--- src/rtl/pkt_rd_pkg.sv ---
// -----------------------------------------------------------------------------
// pkt_rd_pkg
// Shared definitions for the packet read server: field widths, the read
// command layout, FSM state encoding, data-return FIFO depth and a helper
// for computing beat addresses.
// Widths: ADDR_W (buffer word address width, 8) and DATA_W (data beat
// width, 32).
// -----------------------------------------------------------------------------
package pkt_rd_pkg;

  localparam int ADDR_W = 8;
  localparam int DATA_W = 32;

  localparam int PORT_W     = 4;
  localparam int LEN_W      = 4;
  localparam int CMD_W      = ADDR_W + LEN_W + PORT_W + 1;
  localparam int STAT_W     = 16;
  localparam int FIFO_DEPTH = 2;
  localparam int FIFO_CNT_W = $clog2(FIFO_DEPTH + 1);

  // Command layout, MSB first: {addr, len, dst_port, drop}; drop is the LSB.
  typedef struct packed {
    logic [ADDR_W-1:0] addr;
    logic [LEN_W-1:0]  len;
    logic [PORT_W-1:0] dst_port;
    logic              drop;
  } cmd_t;

  typedef enum logic [1:0] {
    ST_IDLE  = 2'd0,
    ST_READ  = 2'd1,
    ST_DRAIN = 2'd2,
    ST_FREE  = 2'd3
  } state_e;

  // Address of beat idx of a packet starting at base; wraps at top of buffer.
  function automatic logic [ADDR_W-1:0] beat_addr(input logic [ADDR_W-1:0] base,
                                                  input logic [LEN_W-1:0]  idx);
    return base + ADDR_W'(idx);
  endfunction

endpackage

--- src/rtl/pkt_rd_server_if.sv ---
// -----------------------------------------------------------------------------
// pkt_rd_server_if
// Bundles every non-clock/reset signal of pkt_rd_server. Signal names keep
// their direction prefix as seen from the server (i* = into server).
//   slave  : the server side
//   master : the environment side (command source, SRAM, data sink, free mgr)
// -----------------------------------------------------------------------------
interface pkt_rd_server_if;
  import pkt_rd_pkg::*;

  // Read command channel
  logic              iCmdVld;
  logic              oCmdRdy;
  logic [CMD_W-1:0]  iCmdPld;
  // Packet SRAM read port
  logic              oMemRe;
  logic [ADDR_W-1:0] oMemAddr;
  logic [DATA_W-1:0] iMemRdata;
  // Data return channel
  logic              oDataVld;
  logic              iDataRdy;
  logic [DATA_W:0]   oDataPld;
  logic [PORT_W-1:0] oDataDst;
  // Free-address channel
  logic              oFreeVld;
  logic              iFreeRdy;
  logic [ADDR_W-1:0] oFreeAddr;
  // Statistics
  logic [STAT_W-1:0] oPktCnt;
  logic [STAT_W-1:0] oDropCnt;

  modport slave (
    input  iCmdVld, iCmdPld, iMemRdata, iDataRdy, iFreeRdy,
    output oCmdRdy, oMemRe, oMemAddr, oDataVld, oDataPld, oDataDst,
           oFreeVld, oFreeAddr, oPktCnt, oDropCnt
  );

  modport master (
    output iCmdVld, iCmdPld, iMemRdata, iDataRdy, iFreeRdy,
    input  oCmdRdy, oMemRe, oMemAddr, oDataVld, oDataPld, oDataDst,
           oFreeVld, oFreeAddr, oPktCnt, oDropCnt
  );

endinterface

--- src/rtl/pkt_rd_fifo.sv ---
// -----------------------------------------------------------------------------
// pkt_rd_fifo
// Two-entry FIFO whose head entry is a register driving the output directly,
// so a word pushed into an empty FIFO is visible the next cycle.
// Ports:
//   clk, rst  : clock, asynchronous active-high reset
//   push, din : write strobe and data
//   pop       : read strobe (ignored when empty)
//   out_vld   : head entry valid
//   out_data  : head entry data
//   cnt       : occupancy (0..2)
// A push while full without a pop is discarded; the caller's credit scheme
// guarantees that never happens.
// -----------------------------------------------------------------------------
module pkt_rd_fifo
  import pkt_rd_pkg::*;
#(
  parameter int W = 8
) (
  input  logic                  clk,
  input  logic                  rst,
  input  logic                  push,
  input  logic [W-1:0]          din,
  input  logic                  pop,
  output logic                  out_vld,
  output logic [W-1:0]          out_data,
  output logic [FIFO_CNT_W-1:0] cnt
);

  logic [W-1:0]          head_q, head_d;
  logic [W-1:0]          tail_q, tail_d;
  logic [FIFO_CNT_W-1:0] cnt_q, cnt_d;
  logic                  pop_ok;

  assign pop_ok = pop && (cnt_q != 2'd0);

  // Next-state for head/tail registers and occupancy.
  always_comb begin
    head_d = head_q;
    tail_d = tail_q;
    cnt_d  = cnt_q;
    case (cnt_q)
      2'd0: begin
        if (push) begin
          head_d = din;
          cnt_d  = 2'd1;
        end else begin
          cnt_d = 2'd0;
        end
      end
      2'd1: begin
        if (push && pop_ok) begin
          head_d = din;
        end else if (push) begin
          tail_d = din;
          cnt_d  = 2'd2;
        end else if (pop_ok) begin
          cnt_d = 2'd0;
        end else begin
          cnt_d = 2'd1;
        end
      end
      2'd2: begin
        if (pop_ok) begin
          head_d = tail_q;
          if (push) begin
            tail_d = din;
          end else begin
            cnt_d = 2'd1;
          end
        end else begin
          cnt_d = 2'd2;
        end
      end
      default: cnt_d = 2'd0;
    endcase
  end

  // FIFO storage and occupancy registers.
  always_ff @(posedge clk or posedge rst) begin
    if (rst) begin
      head_q <= '0;
      tail_q <= '0;
      cnt_q  <= '0;
    end else begin
      head_q <= head_d;
      tail_q <= tail_d;
      cnt_q  <= cnt_d;
    end
  end

  assign out_vld  = (cnt_q != 2'd0);
  assign out_data = head_q;
  assign cnt      = cnt_q;

endmodule

--- src/rtl/pkt_rd_server.sv ---
// -----------------------------------------------------------------------------
// pkt_rd_server
// Single-channel packet-buffer read server. Accepts one read command at a
// time, fetches len+1 beats from the synchronous packet SRAM starting at the
// command address (wrapping at the top of the buffer), streams them out as
// {data, last} and then hands the start address back to the free manager.
// Dropped commands skip the SRAM and go straight to the free handshake.
// Ports:
//   iClk, iRst : clock, asynchronous active-high reset
//   bus        : pkt_rd_server_if.slave (command, SRAM, data, free, stats)
// Build option: PKT_RD_SRV_STAT_EN enables the 16-bit packet/drop counters;
// without it oPktCnt/oDropCnt are constant zero.
// -----------------------------------------------------------------------------
module pkt_rd_server
  import pkt_rd_pkg::*;
(
  input  logic            iClk,
  input  logic            iRst,
  pkt_rd_server_if.slave  bus
);

  state_e            state_q, state_d;
  cmd_t              cmd_q, cmd_d;
  logic [LEN_W-1:0]  beat_q, beat_d;
  logic              rd_vld_q, rd_vld_d;    // SRAM read issued last cycle
  logic              rd_last_q, rd_last_d;  // that read was beat N
  logic              rdy_q, rdy_d;

  logic                  fifo_pop;
  logic                  fifo_vld;
  logic [DATA_W:0]       fifo_data;
  logic [FIFO_CNT_W-1:0] fifo_cnt;
  logic [2:0]            credit_use;
  logic                  mem_re;
  logic                  last_issue;
  logic                  cmd_acc;
  logic                  last_acc;
  logic                  free_acc;

  assign fifo_pop = fifo_vld && bus.iDataRdy;
  assign last_acc = fifo_pop && fifo_data[0];
  assign cmd_acc  = rdy_q && bus.iCmdVld;
  assign free_acc = (state_q == ST_FREE) && bus.iFreeRdy;

  // Slots committed at the end of this cycle: occupancy after this cycle's
  // pop plus the read landing now. A read issued now lands next cycle, so
  // this must leave a free slot even if the sink stalls from then on.
  assign credit_use = 3'(fifo_cnt) + {2'b00, rd_vld_q} - {2'b00, fifo_pop};
  assign mem_re     = (state_q == ST_READ) && (credit_use < 3'(FIFO_DEPTH));
  assign last_issue = mem_re && (beat_q == cmd_q.len);

  // FSM next-state and command/beat bookkeeping.
  always_comb begin
    state_d   = state_q;
    cmd_d     = cmd_q;
    beat_d    = beat_q;
    rd_vld_d  = mem_re;
    rd_last_d = last_issue;
    case (state_q)
      ST_IDLE: begin
        if (cmd_acc) begin
          cmd_d   = cmd_t'(bus.iCmdPld);
          beat_d  = '0;
          state_d = bus.iCmdPld[0] ? ST_FREE : ST_READ;
        end else begin
          state_d = ST_IDLE;
        end
      end
      ST_READ: begin
        if (mem_re) begin
          beat_d  = beat_q + 4'd1;
          state_d = last_issue ? ST_DRAIN : ST_READ;
        end else begin
          state_d = ST_READ;
        end
      end
      ST_DRAIN: begin
        if (last_acc) begin
          state_d = ST_FREE;
        end else begin
          state_d = ST_DRAIN;
        end
      end
      ST_FREE: begin
        if (free_acc) begin
          state_d = ST_IDLE;
        end else begin
          state_d = ST_FREE;
        end
      end
      default: state_d = ST_IDLE;
    endcase
    // Ready is registered so it stays low throughout reset.
    rdy_d = (state_d == ST_IDLE);
  end

  // Control state registers.
  always_ff @(posedge iClk or posedge iRst) begin
    if (iRst) begin
      state_q   <= ST_IDLE;
      cmd_q     <= '0;
      beat_q    <= '0;
      rd_vld_q  <= 1'b0;
      rd_last_q <= 1'b0;
      rdy_q     <= 1'b0;
    end else begin
      state_q   <= state_d;
      cmd_q     <= cmd_d;
      beat_q    <= beat_d;
      rd_vld_q  <= rd_vld_d;
      rd_last_q <= rd_last_d;
      rdy_q     <= rdy_d;
    end
  end

  // SRAM data is captured the cycle after the read, tagged with its last flag.
  pkt_rd_fifo #(.W(DATA_W + 1)) u_fifo (
    .clk      (iClk),
    .rst      (iRst),
    .push     (rd_vld_q),
    .din      ({bus.iMemRdata, rd_last_q}),
    .pop      (fifo_pop),
    .out_vld  (fifo_vld),
    .out_data (fifo_data),
    .cnt      (fifo_cnt)
  );

  assign bus.oCmdRdy   = rdy_q;
  assign bus.oMemRe    = mem_re;
  assign bus.oMemAddr  = beat_addr(cmd_q.addr, beat_q);
  assign bus.oDataVld  = fifo_vld;
  assign bus.oDataPld  = fifo_data;
  assign bus.oDataDst  = cmd_q.dst_port;
  assign bus.oFreeVld  = (state_q == ST_FREE);
  assign bus.oFreeAddr = cmd_q.addr;

`ifdef PKT_RD_SRV_STAT_EN
  logic [STAT_W-1:0] pkt_cnt_q, pkt_cnt_d;
  logic [STAT_W-1:0] drop_cnt_q, drop_cnt_d;

  // Counters advance on the free handshake; they wrap naturally.
  always_comb begin
    pkt_cnt_d  = pkt_cnt_q;
    drop_cnt_d = drop_cnt_q;
    if (free_acc) begin
      if (cmd_q.drop) begin
        drop_cnt_d = drop_cnt_q + 16'd1;
      end else begin
        pkt_cnt_d = pkt_cnt_q + 16'd1;
      end
    end else begin
      pkt_cnt_d  = pkt_cnt_q;
    end
  end

  // Statistics registers.
  always_ff @(posedge iClk or posedge iRst) begin
    if (iRst) begin
      pkt_cnt_q  <= '0;
      drop_cnt_q <= '0;
    end else begin
      pkt_cnt_q  <= pkt_cnt_d;
      drop_cnt_q <= drop_cnt_d;
    end
  end

  assign bus.oPktCnt  = pkt_cnt_q;
  assign bus.oDropCnt = drop_cnt_q;
`else
  assign bus.oPktCnt  = '0;
  assign bus.oDropCnt = '0;
`endif

endmodule

--- src/flat_wrapper.sv ---
// flat-port wrapper written by rule: the top's interface ports become plain ports
module pkt_rd_server_flat import pkt_rd_pkg::*;
  (iClk, iRst, bus_iCmdVld, bus_iCmdPld, bus_iMemRdata, bus_iDataRdy, bus_iFreeRdy, bus_oCmdRdy, bus_oMemRe, bus_oMemAddr, bus_oDataVld, bus_oDataPld, bus_oDataDst, bus_oFreeVld, bus_oFreeAddr, bus_oPktCnt, bus_oDropCnt);
  pkt_rd_server_if bus_i ();
  input  logic iClk;
  input  logic iRst;
  input wire logic [$bits(bus_i.iCmdVld)-1:0] bus_iCmdVld;
  input wire logic [$bits(bus_i.iCmdPld)-1:0] bus_iCmdPld;
  input wire logic [$bits(bus_i.iMemRdata)-1:0] bus_iMemRdata;
  input wire logic [$bits(bus_i.iDataRdy)-1:0] bus_iDataRdy;
  input wire logic [$bits(bus_i.iFreeRdy)-1:0] bus_iFreeRdy;
  output wire logic [$bits(bus_i.oCmdRdy)-1:0] bus_oCmdRdy;
  output wire logic [$bits(bus_i.oMemRe)-1:0] bus_oMemRe;
  output wire logic [$bits(bus_i.oMemAddr)-1:0] bus_oMemAddr;
  output wire logic [$bits(bus_i.oDataVld)-1:0] bus_oDataVld;
  output wire logic [$bits(bus_i.oDataPld)-1:0] bus_oDataPld;
  output wire logic [$bits(bus_i.oDataDst)-1:0] bus_oDataDst;
  output wire logic [$bits(bus_i.oFreeVld)-1:0] bus_oFreeVld;
  output wire logic [$bits(bus_i.oFreeAddr)-1:0] bus_oFreeAddr;
  output wire logic [$bits(bus_i.oPktCnt)-1:0] bus_oPktCnt;
  output wire logic [$bits(bus_i.oDropCnt)-1:0] bus_oDropCnt;
  assign bus_i.iCmdVld = bus_iCmdVld;
  assign bus_i.iCmdPld = bus_iCmdPld;
  assign bus_i.iMemRdata = bus_iMemRdata;
  assign bus_i.iDataRdy = bus_iDataRdy;
  assign bus_i.iFreeRdy = bus_iFreeRdy;
  assign bus_oCmdRdy = bus_i.oCmdRdy;
  assign bus_oMemRe = bus_i.oMemRe;
  assign bus_oMemAddr = bus_i.oMemAddr;
  assign bus_oDataVld = bus_i.oDataVld;
  assign bus_oDataPld = bus_i.oDataPld;
  assign bus_oDataDst = bus_i.oDataDst;
  assign bus_oFreeVld = bus_i.oFreeVld;
  assign bus_oFreeAddr = bus_i.oFreeAddr;
  assign bus_oPktCnt = bus_i.oPktCnt;
  assign bus_oDropCnt = bus_i.oDropCnt;
  pkt_rd_server u_core (.iClk(iClk), .iRst(iRst), .bus(bus_i));
endmodule
--- config.mk ---
export PLATFORM = sky130hd
export DESIGN_NAME = pkt_rd_server_flat
export DESIGN_NICKNAME = d
export VERILOG_FILES = /design/src/rtl/pkt_rd_pkg.sv /design/src/rtl/pkt_rd_server_if.sv /design/src/rtl/pkt_rd_fifo.sv /design/src/rtl/pkt_rd_server.sv /design/src/flat_wrapper.sv
export SDC_FILE = /design/constraint.sdc
export NUM_CORES = 1
export LEC_CHECK = 0
export CORE_ASPECT_RATIO = 1.25
export CORE_MARGIN = 4
export CORE_UTILIZATION = 40
export DETAILED_ROUTE_END_ITERATION = 10
export PLACE_DENSITY_LB_ADDON = 0.25
export SYNTH_ARGS = -nofsm -noshare
export SYNTH_HDL_FRONTEND = slang
export SYNTH_HIERARCHICAL = 1
export SYNTH_SLANG_ARGS = --single-unit
--- constraint.sdc ---
create_clock -name iClk -period 3.8 [get_ports iClk]
set_input_delay 0.38 -clock iClk [delete_from_list [all_inputs] [get_ports iClk]]
set_output_delay 0.38 -clock iClk [all_outputs]
set_load 0.1 [all_outputs]
==> impl_metrics.csv <==
group,metric,value,unit
status,status,"completed",
global_route,grt.total_usage,0.138,
sta,fin_skew,7.25,ps
synth,async_reset_ff_frac,1.00,
synth,yosys_warnings,6,
sta,fin_ws,285,ps
placement,place.gp.congestion,0.739,
global_route,grt_pass1_vias,3016,
synth,yosysTopAreaCellShare,0.457,
floorplanning,core,12300,sq um
global_route,globalRouteOverflowTotal,0,
clock_network,cts_tree,"done",
clock_network,cts_resized,0,
global_route,grt_max_degree,37,
critical_path,crit_chain,"or2_2 -> and2_1 -> ha_1 -> nand2b_1 -> fa_1 -> xor2_1 -> nor3_4 -> buf_12",
synth,syn_area,5090,sq um
clock_network,clk_pin_slew,70,ps
global_route,grt_pass1_wl,15600,um
floorplanning,fp-row-count,45,
clock_network,cts_root_buffer,"clkbuf_16",
critical_path,cp_max_fo,10,
sta,fmax,284,MHz
synth,synth_commonest_cells,"dfrtp_1, mux2_4, buf_4",
routing,first_iter_violations,86,
floorplanning,ios,143,
synth,yosys_register_bits,93,
routing,ant_nets,0,
floorplanning,start_util,0.413,
clock_network,cts_buffer_depth,2,
routing,first_pass_iters,4,
layout,layout-drive-gt1-share,0.329,
clock_network,clk_latency,340,ps
sta,setup_tns,0,ps
synth,avgSynthCellArea,14.6,sq um
sta,hold_viol,0,
sta,slew_viol_final,0,
layout,diodes,0,
clock_network,cts_sinks,93,
synth,syn_inst,349,
synth,synth_edf_count,0,
placement,hpwl,6890,um
critical_path,cp.required,3420,ps
critical_path,start_kind,"flop",
routing,viasPerCell,4.65,
placement,port-buffer-count,110,
critical_path,end_kind,"output pin",
critical_path,crit_type,"flop to output pin",
floorplanning,die_y,134,um
critical_path,crit_arrival,3140,ps
synth,synthTopCellsByArea,"dfrtp_1, mux2_4, buf_4",
synth,synth.most_common_cell,"dfrtp_1",
clock_network,cts_buffers,9,
placement,place_inst,601,
critical_path,slowest_stage,"dfrtp_1",
routing,vias,2871,
placement,place_area,6070,sq um
worst_hold_path,hp-class,"primary input to async pin",
global_route,antenna_found_initial,0,
synth,ys.flop_type,"dfrtp_1",
clock_network,cts_setup_buffers,0,
layout,areaGrowthSynthToFinish,24.5,%
floorplanning,die_x,109,um
synth,yosys.cell_types.count,45,
floorplanning,die_area,14600,sq um
layout,instances_no_fill,617,
sta,tightest_slew,1000,ps
synth,synth.largest_area_cell,"dfrtp_1",
layout,fin_nets,510,
routing,drc_errors,0,
placement,dp_slack,606,ps
sta,slew_headroom,0.329,
flow_run,drv_cap,0,
critical_path,cpPeakStageDelay,510,ps
clock_network,htreeDepth,3,
routing,routed_wl,9890,um
sta,post-route-min-period,3520,ps
sta,setup_viol,0,
sta,rsz0062_at_grt,"false",
routing,wl_per_cell,16.0,um
layout,final_area,6330,sq um
clock_network,cts_hold_buffers,0,
sta,finalCritPeriodShare,0.925,
synth,seq_area_frac_synth,0.457,
[routing by layer]
layer | vias to the layer above | wire length (um) | GRT usage
met5 | - | 0 | 0
met2 | 92 | 4890 | 0.217
met4 | 0 | 137 | 0.0470
met1 | 1437 | 4100 | 0.171
li1 | 1333 | - | -
met3 | 9 | 770 | 0.0534
[cells by family (layout without fill, tap and decap cells)]
kind of cell	after synthesis	in the layout	share of synthesized area
multiplexers	118	118	0.325
adder cells (fa/ha/maj)	8	8	0.0226
AO/OA/AOI/OAI	21	21	0.0325
AND/OR/NAND/NOR	32	32	0.0391
flip-flops	93	93	0.457
buffers and inverters	65	138	0.104
other	1	32	0.000737
XOR/XNOR	11	11	0.0189
[placed cells by master, fill, tap and decap left out, types with 2 or more instances in the layout]
cell type and n:
buf_4 10, a211oi_1 2, nor2b_1 2, inv_1 6, nand2_1 6, buf_12 3
o21ai_0 7, ha_1 6, conb_1 32, mux2_2 25, a21oi_1 3, clkbuf_1 2
fa_1 2, clkdlybuf4s50_1 102, dfrtp_1 93, clkbuf_16 9, nor2_1 7, mux2i_1 4
clkinv_2 2, mux2_4 88, xnor2_1 8, and2_1 2, xor2_1 3
[layout make-up]
| cell class | count | area (sq um) |
|---|---|---|
| fillers | 1045 | 6000 |
| multi-input cells | 222 | 2350 |
| flip-flops and latches | 93 | 2330 |
| repair buffers | 115 | 1160 |
| clock buffers | 11 | 233 |
| well taps | 164 | 205 |
| clock inverters | 5 | 35.0 |
| inverters | 7 | 26.3 |
[state kept, by name (all words and copies together) (netlist names)]
register / flops
u_core/u_fifo/out_data: 33
u_core/cmd_q: 4
u_core/state_q: 2
u_core/bus.oFreeAddr: 8
u_core/rd_last_q: 1
u_core/beat_q: 4
u_core/bus.oCmdRdy: 1
u_core/rd_vld_q: 1
u_core/bus.oDataDst: 4
u_core/u_fifo/cnt: 2
u_core/u_fifo/tail_q: 33
[critical path, delay by kind of cell, from the launching register on]
kind | cells | cell delay (ps)
AND/OR/NAND/NOR | 4 | 1140
adder cells (fa/ha/maj) | 2 | 700
flip-flops | 1 | 510
buffers and inverters | 1 | 230
XOR/XNOR | 1 | 200
[worst paths after layout]
| check | end | depth (start not counted) | from | slack, ps |
|---|---|---|---|---|
| worst max-delay path | bus_oMemRe | 8 | u_core/u_fifo/cnt[1] | 280 |
| worst min-delay path | u_core/u_fifo/tail_q[16] | 2 | iRst | 370 |
| worst max register to register | u_core/state_q[0] | 9 | u_core/u_fifo/cnt[1] | 730 |
| worst min register to register | u_core/u_fifo/out_data[13] | 1 | u_core/u_fifo/out_data[13] | 490 |
| max in group asynchronous | u_core/bus.oFreeAddr[6] | 2 | iRst | 2560 |
| min in group iClk | u_core/u_fifo/out_data[13] | 1 | u_core/u_fifo/out_data[13] | 490 |
[metrics by stage]
step | hold WS, ps | utilization
final | 370 | 0.514
after detailed placement | 484 | 0.492
after floorplan | 407 | -
after global placement | 472 | 0.492
after global routing | 411 | 0.514
after CTS | 382 | 0.514
Power is left out: the tool's default activity adds up to more than one toggle a clock period on the data nets, which glitch-free logic cannot reach.
